<file path="config.mk">
export PLATFORM = sky130hd
export DESIGN_NAME = alu_iterative
export DESIGN_NICKNAME = d
export VERILOG_FILES = /design/src/rtl/alu_iterative_pkg.sv /design/src/rtl/alu_shift_core.sv /design/src/rtl/alu_iterative.sv
export SDC_FILE = /design/constraint.sdc
export NUM_CORES = 1
export LEC_CHECK = 0
export CORE_UTILIZATION = 55
export CTS_CLUSTER_DIAMETER = 40
export CTS_CLUSTER_SIZE = 25
export DETAILED_ROUTE_END_ITERATION = 8
export DONT_BUFFER_PORTS = 1
export PLACE_DENSITY = 0.7
export SLEW_MARGIN = 15
export SYNTH_ARGS = -nofsm -noshare
export SYNTH_HDL_FRONTEND = slang
export SYNTH_SLANG_ARGS = --single-unit
</file>
<file path="constraint.sdc">
create_clock -name Clock -period 3.93 [get_ports Clock]
set_clock_uncertainty 0.1 [all_clocks]
set_input_delay 0.393 -clock Clock [delete_from_list [all_inputs] [get_ports Clock]]
set_output_delay 0.393 -clock Clock [all_outputs]
set_load 0.03 [all_outputs]
</file>
<file path="src/rtl/alu_iterative_pkg.sv">
// Shared ALU interface constants: command encodings, data width and FSM states.
// Also holds the command sanitiser and the iterative core's mode type.
package alu_iterative_pkg;

   localparam int CD_N = 32;
   localparam logic [CD_N-1:0] CD_0 = '0;

   localparam int AC_N = 3;
   localparam logic [AC_N-1:0] AC_AD = 3'd0;
   localparam logic [AC_N-1:0] AC_SB = 3'd1;
   localparam logic [AC_N-1:0] AC_MU = 3'd2;
   localparam logic [AC_N-1:0] AC_DI = 3'd3;

   localparam logic [1:0] AS_IDLE = 2'd0;
   localparam logic [1:0] AS_ITER = 2'd1;
   localparam logic [1:0] AS_FIX  = 2'd2;
   localparam logic [1:0] AS_DONE = 2'd3;

   typedef enum logic {
      CORE_MUL = 1'b0,
      CORE_DIV = 1'b1
   } core_mode_t;

   // Unrecognised commands fall back to add.
   function automatic logic [AC_N-1:0] cmd_sanitize(input logic [AC_N-1:0] cmd);
      if (cmd == AC_SB || cmd == AC_MU || cmd == AC_DI) begin
         return cmd;
      end
      return AC_AD;
   endfunction

endpackage

</file>
<file path="src/rtl/alu_shift_core.sv">
// One-bit-per-cycle unsigned datapath: shift-add multiply (LSB first) or
// restoring divide (MSB first) sharing one 2*WIDTH accumulator.
module alu_shift_core
   import alu_iterative_pkg::*;
#(
   parameter int WIDTH = CD_N
) (
   input  logic               Clock,
   input  logic               Reset,
   input  logic               load,
   input  logic               step,
   input  core_mode_t         mode,
   input  logic [WIDTH-1:0]   mag_a,
   input  logic [WIDTH-1:0]   mag_b,
   output logic [2*WIDTH-1:0] product,
   output logic [WIDTH-1:0]   quotient
);

   logic [2*WIDTH-1:0] acc_reg, acc_next;
   logic [WIDTH:0]     rem_reg, rem_next;
   logic [WIDTH-1:0]   opb_reg;
   core_mode_t         mode_reg;

   logic [WIDTH:0]     add_sum;
   logic [WIDTH:0]     rem_shift;
   logic [WIDTH:0]     rem_trial;

   assign product  = acc_reg;
   assign quotient = acc_reg[WIDTH-1:0];

   // Multiply: low half starts as the multiplier and drains as the product grows.
   // Divide: low half starts as the dividend and fills with quotient bits.
   always_comb begin
      acc_next  = acc_reg;
      rem_next  = rem_reg;
      add_sum   = {1'b0, acc_reg[2*WIDTH-1:WIDTH]} + {1'b0, opb_reg};
      rem_shift = {rem_reg[WIDTH-1:0], acc_reg[WIDTH-1]};
      rem_trial = rem_shift - {1'b0, opb_reg};
      if (load) begin
         acc_next = {{WIDTH{1'b0}}, mag_a};
         rem_next = '0;
      end else if (step) begin
         if (mode_reg == CORE_MUL) begin
            if (acc_reg[0]) begin
               acc_next = {add_sum, acc_reg[WIDTH-1:1]};
            end else begin
               acc_next = {1'b0, acc_reg[2*WIDTH-1:1]};
            end
         end else begin
            if (!rem_trial[WIDTH]) begin
               rem_next = rem_trial;
               acc_next = {acc_reg[2*WIDTH-1:WIDTH], acc_reg[WIDTH-2:0], 1'b1};
            end else begin
               rem_next = rem_shift;
               acc_next = {acc_reg[2*WIDTH-1:WIDTH], acc_reg[WIDTH-2:0], 1'b0};
            end
         end
      end
   end

   always_ff @(posedge Clock) begin
      if (!Reset) begin
         acc_reg  <= '0;
         rem_reg  <= '0;
         opb_reg  <= '0;
         mode_reg <= CORE_MUL;
      end else begin
         acc_reg <= acc_next;
         rem_reg <= rem_next;
         if (load) begin
            opb_reg  <= mag_b;
            mode_reg <= mode;
         end
      end
   end

endmodule

</file>
<file path="src/rtl/alu_iterative.sv">
// Signed ALU with start/busy/done handshake: single-cycle add/subtract,
// iterative multiply/divide through alu_shift_core, overflow and div-by-zero flag.
module alu_iterative
   import alu_iterative_pkg::*;
#(
   parameter int WIDTH = CD_N,
   parameter int CNT_W = 6
) (
   input  logic             Clock,
   input  logic             Reset,
   input  logic             al_start,
   input  logic [WIDTH-1:0] al_A,
   input  logic [WIDTH-1:0] al_B,
   input  logic [AC_N-1:0]  al_cmd,
   output logic [WIDTH-1:0] al_C,
   output logic             al_busy,
   output logic             al_done,
   output logic             al_err
);

   logic [1:0]       state_reg, state_next;
   logic [CNT_W-1:0] cnt_reg, cnt_next;
   logic [AC_N-1:0]  cmd_reg, cmd_next;
   logic             sign_reg, sign_next;
   logic [WIDTH-1:0] c_reg, c_next;
   logic             err_reg, err_next;

   logic [AC_N-1:0]    cmd_in;
   logic [WIDTH-1:0]   sum, diff, mag_a, mag_b;
   logic               add_ovf, sub_ovf;
   logic               core_load, core_step;
   core_mode_t         core_mode;
   logic [2*WIDTH-1:0] prod_mag, prod_signed, half_range;
   logic [WIDTH-1:0]   quo_mag, quo_signed;
   logic               mu_err, di_err;

   alu_shift_core #(.WIDTH(WIDTH)) u_core (
      .Clock    (Clock),
      .Reset    (Reset),
      .load     (core_load),
      .step     (core_step),
      .mode     (core_mode),
      .mag_a    (mag_a),
      .mag_b    (mag_b),
      .product  (prod_mag),
      .quotient (quo_mag)
   );

   assign al_C    = c_reg;
   assign al_err  = err_reg;
   assign al_busy = (state_reg == AS_ITER) || (state_reg == AS_FIX);
   assign al_done = (state_reg == AS_DONE);

   assign cmd_in    = cmd_sanitize(al_cmd);
   assign core_mode = (cmd_in == AC_DI) ? CORE_DIV : CORE_MUL;
   assign sum       = al_A + al_B;
   assign diff      = al_A - al_B;
   assign add_ovf   = (al_A[WIDTH-1] == al_B[WIDTH-1]) && (sum[WIDTH-1] != al_A[WIDTH-1]);
   assign sub_ovf   = (al_A[WIDTH-1] != al_B[WIDTH-1]) && (diff[WIDTH-1] != al_A[WIDTH-1]);
   // Negating MIN yields the same bit pattern, which read unsigned is exactly 2^(WIDTH-1).
   assign mag_a     = al_A[WIDTH-1] ? -al_A : al_A;
   assign mag_b     = al_B[WIDTH-1] ? -al_B : al_B;

   assign half_range  = {{WIDTH{1'b0}}, 1'b1, {(WIDTH-1){1'b0}}};
   assign prod_signed = sign_reg ? -prod_mag : prod_mag;
   assign mu_err      = sign_reg ? (prod_mag > half_range) : (prod_mag >= half_range);
   assign quo_signed  = sign_reg ? -quo_mag : quo_mag;
   assign di_err      = !sign_reg && (quo_mag == half_range[WIDTH-1:0]);

   always_comb begin
      state_next = state_reg;
      cnt_next   = cnt_reg;
      cmd_next   = cmd_reg;
      sign_next  = sign_reg;
      c_next     = c_reg;
      err_next   = err_reg;
      core_load  = 1'b0;
      core_step  = 1'b0;
      case (state_reg)
         AS_IDLE: begin
            if (al_start) begin
               cmd_next = cmd_in;
               if (cmd_in == AC_AD) begin
                  c_next     = sum;
                  err_next   = add_ovf;
                  state_next = AS_DONE;
               end else if (cmd_in == AC_SB) begin
                  c_next     = diff;
                  err_next   = sub_ovf;
                  state_next = AS_DONE;
               end else if (cmd_in == AC_DI && al_B == '0) begin
                  c_next     = '0;
                  err_next   = 1'b1;
                  state_next = AS_DONE;
               end else begin
                  core_load  = 1'b1;
                  sign_next  = al_A[WIDTH-1] ^ al_B[WIDTH-1];
                  cnt_next   = '0;
                  state_next = AS_ITER;
               end
            end
         end
         AS_ITER: begin
            core_step = 1'b1;
            cnt_next  = cnt_reg + 1'b1;
            if (cnt_reg == CNT_W'(WIDTH - 1)) begin
               state_next = AS_FIX;
            end
         end
         AS_FIX: begin
            if (cmd_reg == AC_MU) begin
               c_next   = prod_signed[WIDTH-1:0];
               err_next = mu_err;
            end else begin
               c_next   = quo_signed;
               err_next = di_err;
            end
            state_next = AS_DONE;
         end
         default: begin
            state_next = AS_IDLE;
         end
      endcase
   end

   always_ff @(posedge Clock) begin
      if (!Reset) begin
         state_reg <= AS_IDLE;
         cnt_reg   <= '0;
         cmd_reg   <= AC_AD;
         sign_reg  <= 1'b0;
         c_reg     <= '0;
         err_reg   <= 1'b0;
      end else begin
         state_reg <= state_next;
         cnt_reg   <= cnt_next;
         cmd_reg   <= cmd_next;
         sign_reg  <= sign_next;
         c_reg     <= c_next;
         err_reg   <= err_next;
      end
   end

endmodule

</file>
==> run summary, run 1 <==
The run finished with clean final reports. The core utilization of the finished layout came out at about three fifths. The sequential standard cell area came out at ~3500 µm².

The DRC violation count after routing is 0. By count the netlist is led by nor2_1, a21oi_1, dfxtp_1. The total inserted antenna cells is 0. The floorplan step set the die width to around 180 µm. For this run, the number of Yosys warnings is 0. The area added between synthesis and finish came out at 5.56%. The fraction of final layout cells with drive strength greater than 1 came out at around 6.2%. The relative contribution of sequential cells to total power is ~30%. The synthesized design devotes to its leading area cell type between 20% and 30% of total area. The cell area after technology mapping is 17200 µm². The die span in y came out at ~180 µm. The number of instances in the synthesized netlist came out at ~2300. The maximum VDD drop is 0.365 mV. The clock insertion delay at the later pin of the skew report came out at about 470 ps. For this design the total switching power over the nets is 4.64 mW. The initial antenna violation count is 0. Routability-driven placement finished with a final weighted congestion of ~1.1. The count of nets after finishing is between 2000 and 2500. The initial standard-cell utilization of the core came out at roughly 56%.

The final count of hold timing violations is 0. Entering global routing, the biggest net connects 70 pins. The number of enable-type register cells in the synthesized netlist is 0. The HPWL after detailed placement came out at ~47000 µm. The combinational power share came out at between 50% and 60%. The data arrival time of the worst path is 3810 ps. The total congestion overflow after global routing is 0. The peak fanout along the critical path came out at 10. STA classifies the critical path startpoint as a register. The biggest area contributor in the post-synthesis netlist is dfxtp_1. Summing all placed instances gives a cell area of ~18000 µm². By area the synthesized netlist is led by dfxtp_1, ha_1, a21oi_1.

The flop and latch count out of synthesis is 174. TritonCTS created 17 clock buffers. The number of flip-flops under the largest register name came out at between 60 and 70.

The tightest min-delay check is of the in -> reg type. The average cell area after synthesis is roughly 7.3 µm². The standard cell core area is between 30000 and 40000 µm². STA classifies the critical path endpoint as a register. The number of top-level pins is 105. The total wire length came out at 61900 µm. Setup violations remaining at the end of the flow were counted as 0.

The cell sitting at the root of the clock tree is a clkbuf_16. Among all cell types in the netlist, the one instantiated most often is nor2_1. The total power divided by cell area came out at between 500 and 600 nW/µm². Net switching is between 40 and 50% of the power.

The first-pass detailed-route iteration total came out at 6. The first global-routing pass estimated between 90000 and 100000 µm of wire. The die covers ~32000 µm².

After the first detailed-routing iteration, the DRC count stood at between 1500 and 2000. The finished cells cover 18100 µm². The required time at the endpoint of the critical path came out at approximately 4200 ps. After detailed routing, the average wire length per cell comes to 23.2 µm. After synthesis, flip-flops and latches occupy about a fifth of the total area. The vias per cell came out at between 6 and 7. The maximum clock path buffer count is 2. The post-synthesis cell type count is 83. The via count of the first global-routing pass is around 17000. Port buffering added 0 buffers.

The total via count after detailed routing is 18100. The critical setup path kind is reg -> reg. The cell leakage power came out at 7.03 nW.

CTS built an H-tree with a depth of 4. After floorplanning, the core was divided into between 60 and 70 placement rows. The accumulated negative setup slack came out at 0 ps. Setup repair after global routing left no endpoint under its margin. The transition time at the pin with the least slew margin is between 1000 and 1500 ps. The portion of the clock cycle consumed by the worst path in the final layout came out at 90.5%. The share of flip-flops with an asynchronous set or reset came out at 0%. The internal portion of the total power is roughly 4.9 mW. The CTS tree is built. The TritonCTS sink count is 174.

The post-CTS setup buffer count came out at 0. The most used flip-flop cell after synthesis is dfxtp_1. The count of nets left with antenna violations once routing finished came out at 0. The number of nets in the synthesized netlist is ~2500. The count of instances resized after the clock tree is built is 0. Measured against its own limit, the worst slew margin works out to 30.4%.

The time the worst path needs with I/O delays and setup came out at 3560 ps. The highest achievable clock rate is approximately 0.28 GHz. In this run, the clock network consumes 17.9% of the power. The number of filler cells placed in the layout is 2854. The clock-pin transition on the worst setup and hold timing paths came out at roughly 80 ps. For this run, the total global-route usage over all layers was measured as approximately two fifths. The max capacitance violation total is 0.

Summing all multi-input logic gate instances after layout gives ~13000 µm². The number of pins with negative max-slew slack in the final report is 0.
repair_timing:
| action | 4_1_cts | 5_1_grt |
|---|---|---|
| endpoints found under the hold margin | 18 | 0 |
| setup endpoints to repair | 0 | 0 |
| hold buffers | 4 | 0 |
logic make-up (layout without fill, tap and decap cells):
| kind of cell | Yosys count | count (layout) | synth area share (%) |
|---|---|---|---|
| fa+ha+maj | 138 | 138 | 10.2 |
| buf+inv | 278 | 216 | 6.21 |
| flops | 174 | 174 | 20.3 |
| simple gates | 712 | 712 | 20.3 |
| xor+xnor | 139 | 139 | 7.25 |
| mux | 76 | 76 | 4.45 |
| compound gates | 820 | 820 | 31.3 |
path summary, 6_finish.rpt:
| kind | start | end | slack, ps | cells past startpoint |
|---|---|---|---|---|
| worst min register to register | cmd_reg[1] | cmd_reg[1] | 370 | 2 |
| worst min-delay path | al_A[2] | u_core.product[2] | 30 | 2 |
| worst max register to register | u_core.opb_reg[17] | u_core.rem_reg[26] | 370 | 11 |
| worst max-delay path | u_core.opb_reg[17] | u_core.rem_reg[26] | 370 | 11 |
cells in the final DEF, fill, tap and decap left out, types with 26 or more instances in the layout:
cell type / instances
nor2_1: 233
a21oi_1: 226
dfxtp_1: 173
o21ai_0: 169
nand2_1: 147
ha_1: 132
inv_1: 124
a211oi_1: 96
xnor2_1: 85
mux2i_1: 74
nand3_1: 69
xor2_1: 52
buf_4: 52
nor3_1: 47
o31ai_1: 37
a21o_1: 35
a31oi_1: 27
nand2b_1: 26
o211ai_1: 26
nor4_1: 26
cell type report:
cell class                 instances  share of cell area, %
clock buffer                      19                   2.45
tap                              396                   2.74
multi-input combinational       1885                   69.9
inverter                         127                   2.64
clock inverter                    13                  0.587
timing repair buffer              57                   2.49
sequential                       174                   19.2
metal layers:
metal	track usage, %	wire length (µm)	share of wire [%]
met4	26.6	4640	7.5
met1	45.8	24000	39
met3	6.97	5090	8.2
met2	62.6	28100	45
met5	2.08	91	0.15
power groups by stage:
stage | sequential, mW | clock (mW) | combinational, mW
2_1_floorplan | 2.63 | 0 | 3.75
3_3_place_gp | 2.86 | 0 | 4.72
3_5_place_dp | 2.87 | 0 | 4.80
4_1_cts | 2.83 | 1.70 | 4.84
5_1_grt | 2.90 | 1.76 | 5.39
6_report | 2.86 | 1.70 | 4.95
per-stage QoR:
step	hold WS, ps	worst slack (ps)	instances	total power, mW
after floorplan	332	761	2337	6.37
after global placement	344	430	2635	7.59
after detailed placement	351	308	2635	7.67
after CTS	12.2	425	2671	9.37
after global routing	21.7	59.5	2671	10.0
final	29.7	372	2671	9.51
critical path, stage by stage, from the launching register on:
cell       delay (ps)
dfxtp_1           360
inv_1              90
ha_1              390
a2111oi_0         450
o211ai_1          200
a211oi_2          240
nand3_2           160
a31oi_2           210
a31oi_2           250
xnor2_2           540
a2111oi_0         130
or2_2             330
No activity file was read; power rests on OpenSTA's default activity.
==> run 2: changes to the inputs <==
--- a/config.mk
+++ b/config.mk
@@ -14,4 +14,5 @@
 export SLEW_MARGIN = 15
 export SYNTH_ARGS = -nofsm -noshare
 export SYNTH_HDL_FRONTEND = slang
+export SYNTH_HIERARCHICAL = 1
 export SYNTH_SLANG_ARGS = --single-unit
==> run 2 against run 1 <==
Worst setup slack lost 200 ps. Register-to-register slack lost 200 ps. Flip-flop and latch count is the same. Hold slack lost 11 ps. Largest cell class unchanged. Critical path type unchanged. Final area grew 7.3%. Final cell count grew 6.9%. First-iteration DRC count grew 6.6%. Combinational power grew 13%. Global-route usage is essentially flat. Via count grew 6.6%.
==> run summary, run 2 <==
The count of nets after finishing is between 2000 and 3000. Dividing the detail-routed wire length by the instance count gives 23.2 µm. The cell area after technology mapping is 18500 µm². Prior to clock tree synthesis, the placed netlist has a worst setup slack of -136 ps.

The number of clock buffers inserted by TritonCTS is 17. Summed over all nets, the half-perimeter wirelength after detailed placement is about 50000 µm. The maximum VDD drop came out at 0.367 mV.

The number of pins with negative max-slew slack in the final report is 0. From left edge to right edge, the die measures about 190 µm. For met1 alone, demand over resource in global routing was approximately 45%. The data arrival time of the worst path came out at roughly 4000 ps. The commonest cells after synthesis are a21oi_1, nor2_1, dfxtp_1. The standard cell core area is roughly 33000 µm².

Synthesis inferred around 170 register bits. The CTS tree is built. The DRC violation count after routing came out at 0. The area added between synthesis and finish is 5.15%. The most common cell in the synthesized netlist is a21oi_1. The time the worst path needs with I/O delays and setup is between 3000 and 4000 ps. Across all setup checks in the final design, the least slack found is roughly 170 ps. The worst slew margin relative to its limit is a little under a third.

For this design, the slowest cell found on the critical path is xnor2_4. The initial antenna violation count came out at 1. The fraction of final layout cells with drive strength greater than 1 came out at roughly 6.3%. The overall track demand over capacity in global routing came out at about two fifths. By startpoint and endpoint, the worst setup path is classified as reg -> reg. The part of the Yosys area used for sequential elements is roughly a fifth. The average cell area after synthesis came out at about 7.4 µm². The final count of hold timing violations is 0. The first routing iteration left around 1900 violations.

In this run the number of H-tree levels came out at 4. The synthesized net count is approximately 2700. Entering global routing, the biggest net connects 76 pins.

The detail route stage leaves a number of antenna-violating nets equal to 0. The cell chosen for the clock root is clkbuf_16. The dominant cell type by area after synthesis is dfxtp_1. The run finished with clean final reports.

The element type at the critical path start is a register. Walking the worst path, the cells encountered are inv_1, ha_1, inv_1, fa_1, a211oi_1, o21ai_1, a21oi_4, o32ai_4, o21ai_2, xnor2_4, buf_4, mux2i_1, a211oi_1. The number of enable-type register cells in the synthesized netlist is 0. Clock-pin slew was measured on the worst setup and hold paths at about 80 ps.

The share of the synthesized area in the top cell type is a little under a fifth. The max capacitance violation total came out at 0. The required time at the endpoint of the critical path came out at 4140 ps.

The number of instances in the synthesized netlist came out at 2490. The vias per cell is ~6.7. The first-pass detailed-route iteration total is 5. The transition time at the pin with the least slew margin came out at slightly above 1000 ps.

The register with the most flip-flops in the layout has 64 of them. The cell count after placement is about 2800. The final cell count without fillers is between 2000 and 3000. The die outline area came out at roughly 34000 µm². The Yosys step of the flow raised 6 warnings. The post-CTS setup buffer count is 0. Leaving out fill and tap cells, the most frequent cell in the layout is a21oi_1. Measured along the y axis, the die boundary spans ~190 µm. The initial utilization of the core area, before any placement, comes to between 50% and 60%. The portion of the clock cycle consumed by the worst path in the final layout is between 90 and 100%. The met2 track demand over resource in global routing is ~65%. After synthesis, the cell types taking the most area are dfxtp_1, ha_1, mux2i_1. The number of top-level pins came out at 105.

Of all nets on the critical path, the largest fanout is 18. The via count of the first global-routing pass came out at around 18000. The maximum clock path buffer count came out at 2. After floorplanning, the core was divided into 66 placement rows. The share of flip-flops with an asynchronous set or reset came out at 0%. The routed design has around 66000 µm of wire. The critical path's largest stage delay is just over 600 ps. The count of buffers from port buffering is 0. The post-synthesis cell type count came out at between 80 and 90. Across all layers, the routed design uses around 19000 vias.

The count of instances resized after the clock tree is built is 0. The kind of end point of the critical path is a register. Power spread over the standard cell area amounts to around 530 nW/µm². The highest achievable clock rate came out at about 0.27 GHz.

The final count of negative-setup-slack endpoints is 0. The congestion estimate from routability-driven global placement came to 1.08. Setup repair after global routing left no endpoint under its margin. The total overflow left after global routing is 0. In this run the worst hold path is classified as in -> reg. The first global-routing pass estimated about 100000 µm of wire. The TritonCTS sink count came out at approximately 170.

The clock insertion delay at the later pin of the skew report came out at 470 ps. The analysis attributes to cell leakage a power of about 7.4 nW. The post-cts hold buffer count is 3. The library cells used most frequently in the layout, excluding fill and tap cells, are a21oi_1, nor2_1, dfxtp_1. In the synthesized netlist the dominant register cell turns out to be dfxtp_1. Grouping stages by cell kind, the critical path spends the most delay in compound AO/OA/AOI/OAI gates.

The layer flagged by global routing as most heavily used is met2. The number of buffer and inverter stages on the critical path is 3. The fraction of met3 tracks used by global routing came out at under 10%.
## run 2: routing by layer
layer  vias to the layer above  part of all wire, %
li1                       9015                    -
met4                         0                  6.0
met1                      9187                   40
met5                         -                    0
met3                       208                  7.5
met2                       837                   47
## run 2: logic make-up (layout without fill, tap and decap cells)
group | after synthesis | count (layout) | synth area share (%)
AOI/OAI and AO/OA | 832 | 832 | 29.7
and+or+nand+nor | 775 | 775 | 21.2
buffers and inverters | 307 | 230 | 7.01
DFF | 174 | 174 | 18.9
adders and majority gates | 139 | 139 | 9.57
xor gates and xnor gates | 137 | 137 | 6.53
muxes | 126 | 126 | 7.12
other | 0 | 1 | 0
## run 2: final cells by class
type,instances,area (µm²)
well taps,442,553
repair buffers,67,566
flip-flops and latches,174,3490
multi-input cells,2009,13700
clock inverters,15,166
diodes,1,2.50
clock buffers,17,425
inverters,131,493
fillers,3142,13400
## run 2: where the power goes
group	internal, mW	switching [mW]
Clock	0.908	0.882
Sequential	2.13	0.829
Combinational	2.18	3.42
Total	5.22	5.13
## run 2: worst paths after layout
check,slack (ps),depth (start not counted),start,to
worst max-delay path,170,13,u_core/product[31],u_core/rem_reg[21]
worst min-delay path,20,2,al_B[0],u_core/opb_reg[0]
worst max register to register,170,13,u_core/product[31],u_core/rem_reg[21]
worst min register to register,380,2,u_core/rem_reg[28],u_core/rem_reg[28]
## run 2: worst register-to-register path, stage by stage (launching register included)
cell	delay (ps)
dfxtp_1	430
inv_1	80
ha_1	270
inv_1	90
fa_1	240
a211oi_1	110
o21ai_1	300
a21oi_4	150
o32ai_4	430
o21ai_2	180
xnor2_4	620
buf_4	290
mux2i_1	210
a211oi_1	100
## run 2: stage by stage
step	hold slack [ps]	utilization [%]	power, mW	cell area [µm²]	TNS, ps
floorplan	349	-	7.01	18500	0
global placement	360	57.3	8.29	18800	-470
detailed placement	373	57.3	8.39	18800	-447
CTS	11.7	59.3	10.2	19400	0
global route	39.9	59.3	11.0	19400	0
finish	19.0	59.3	10.3	19400	0
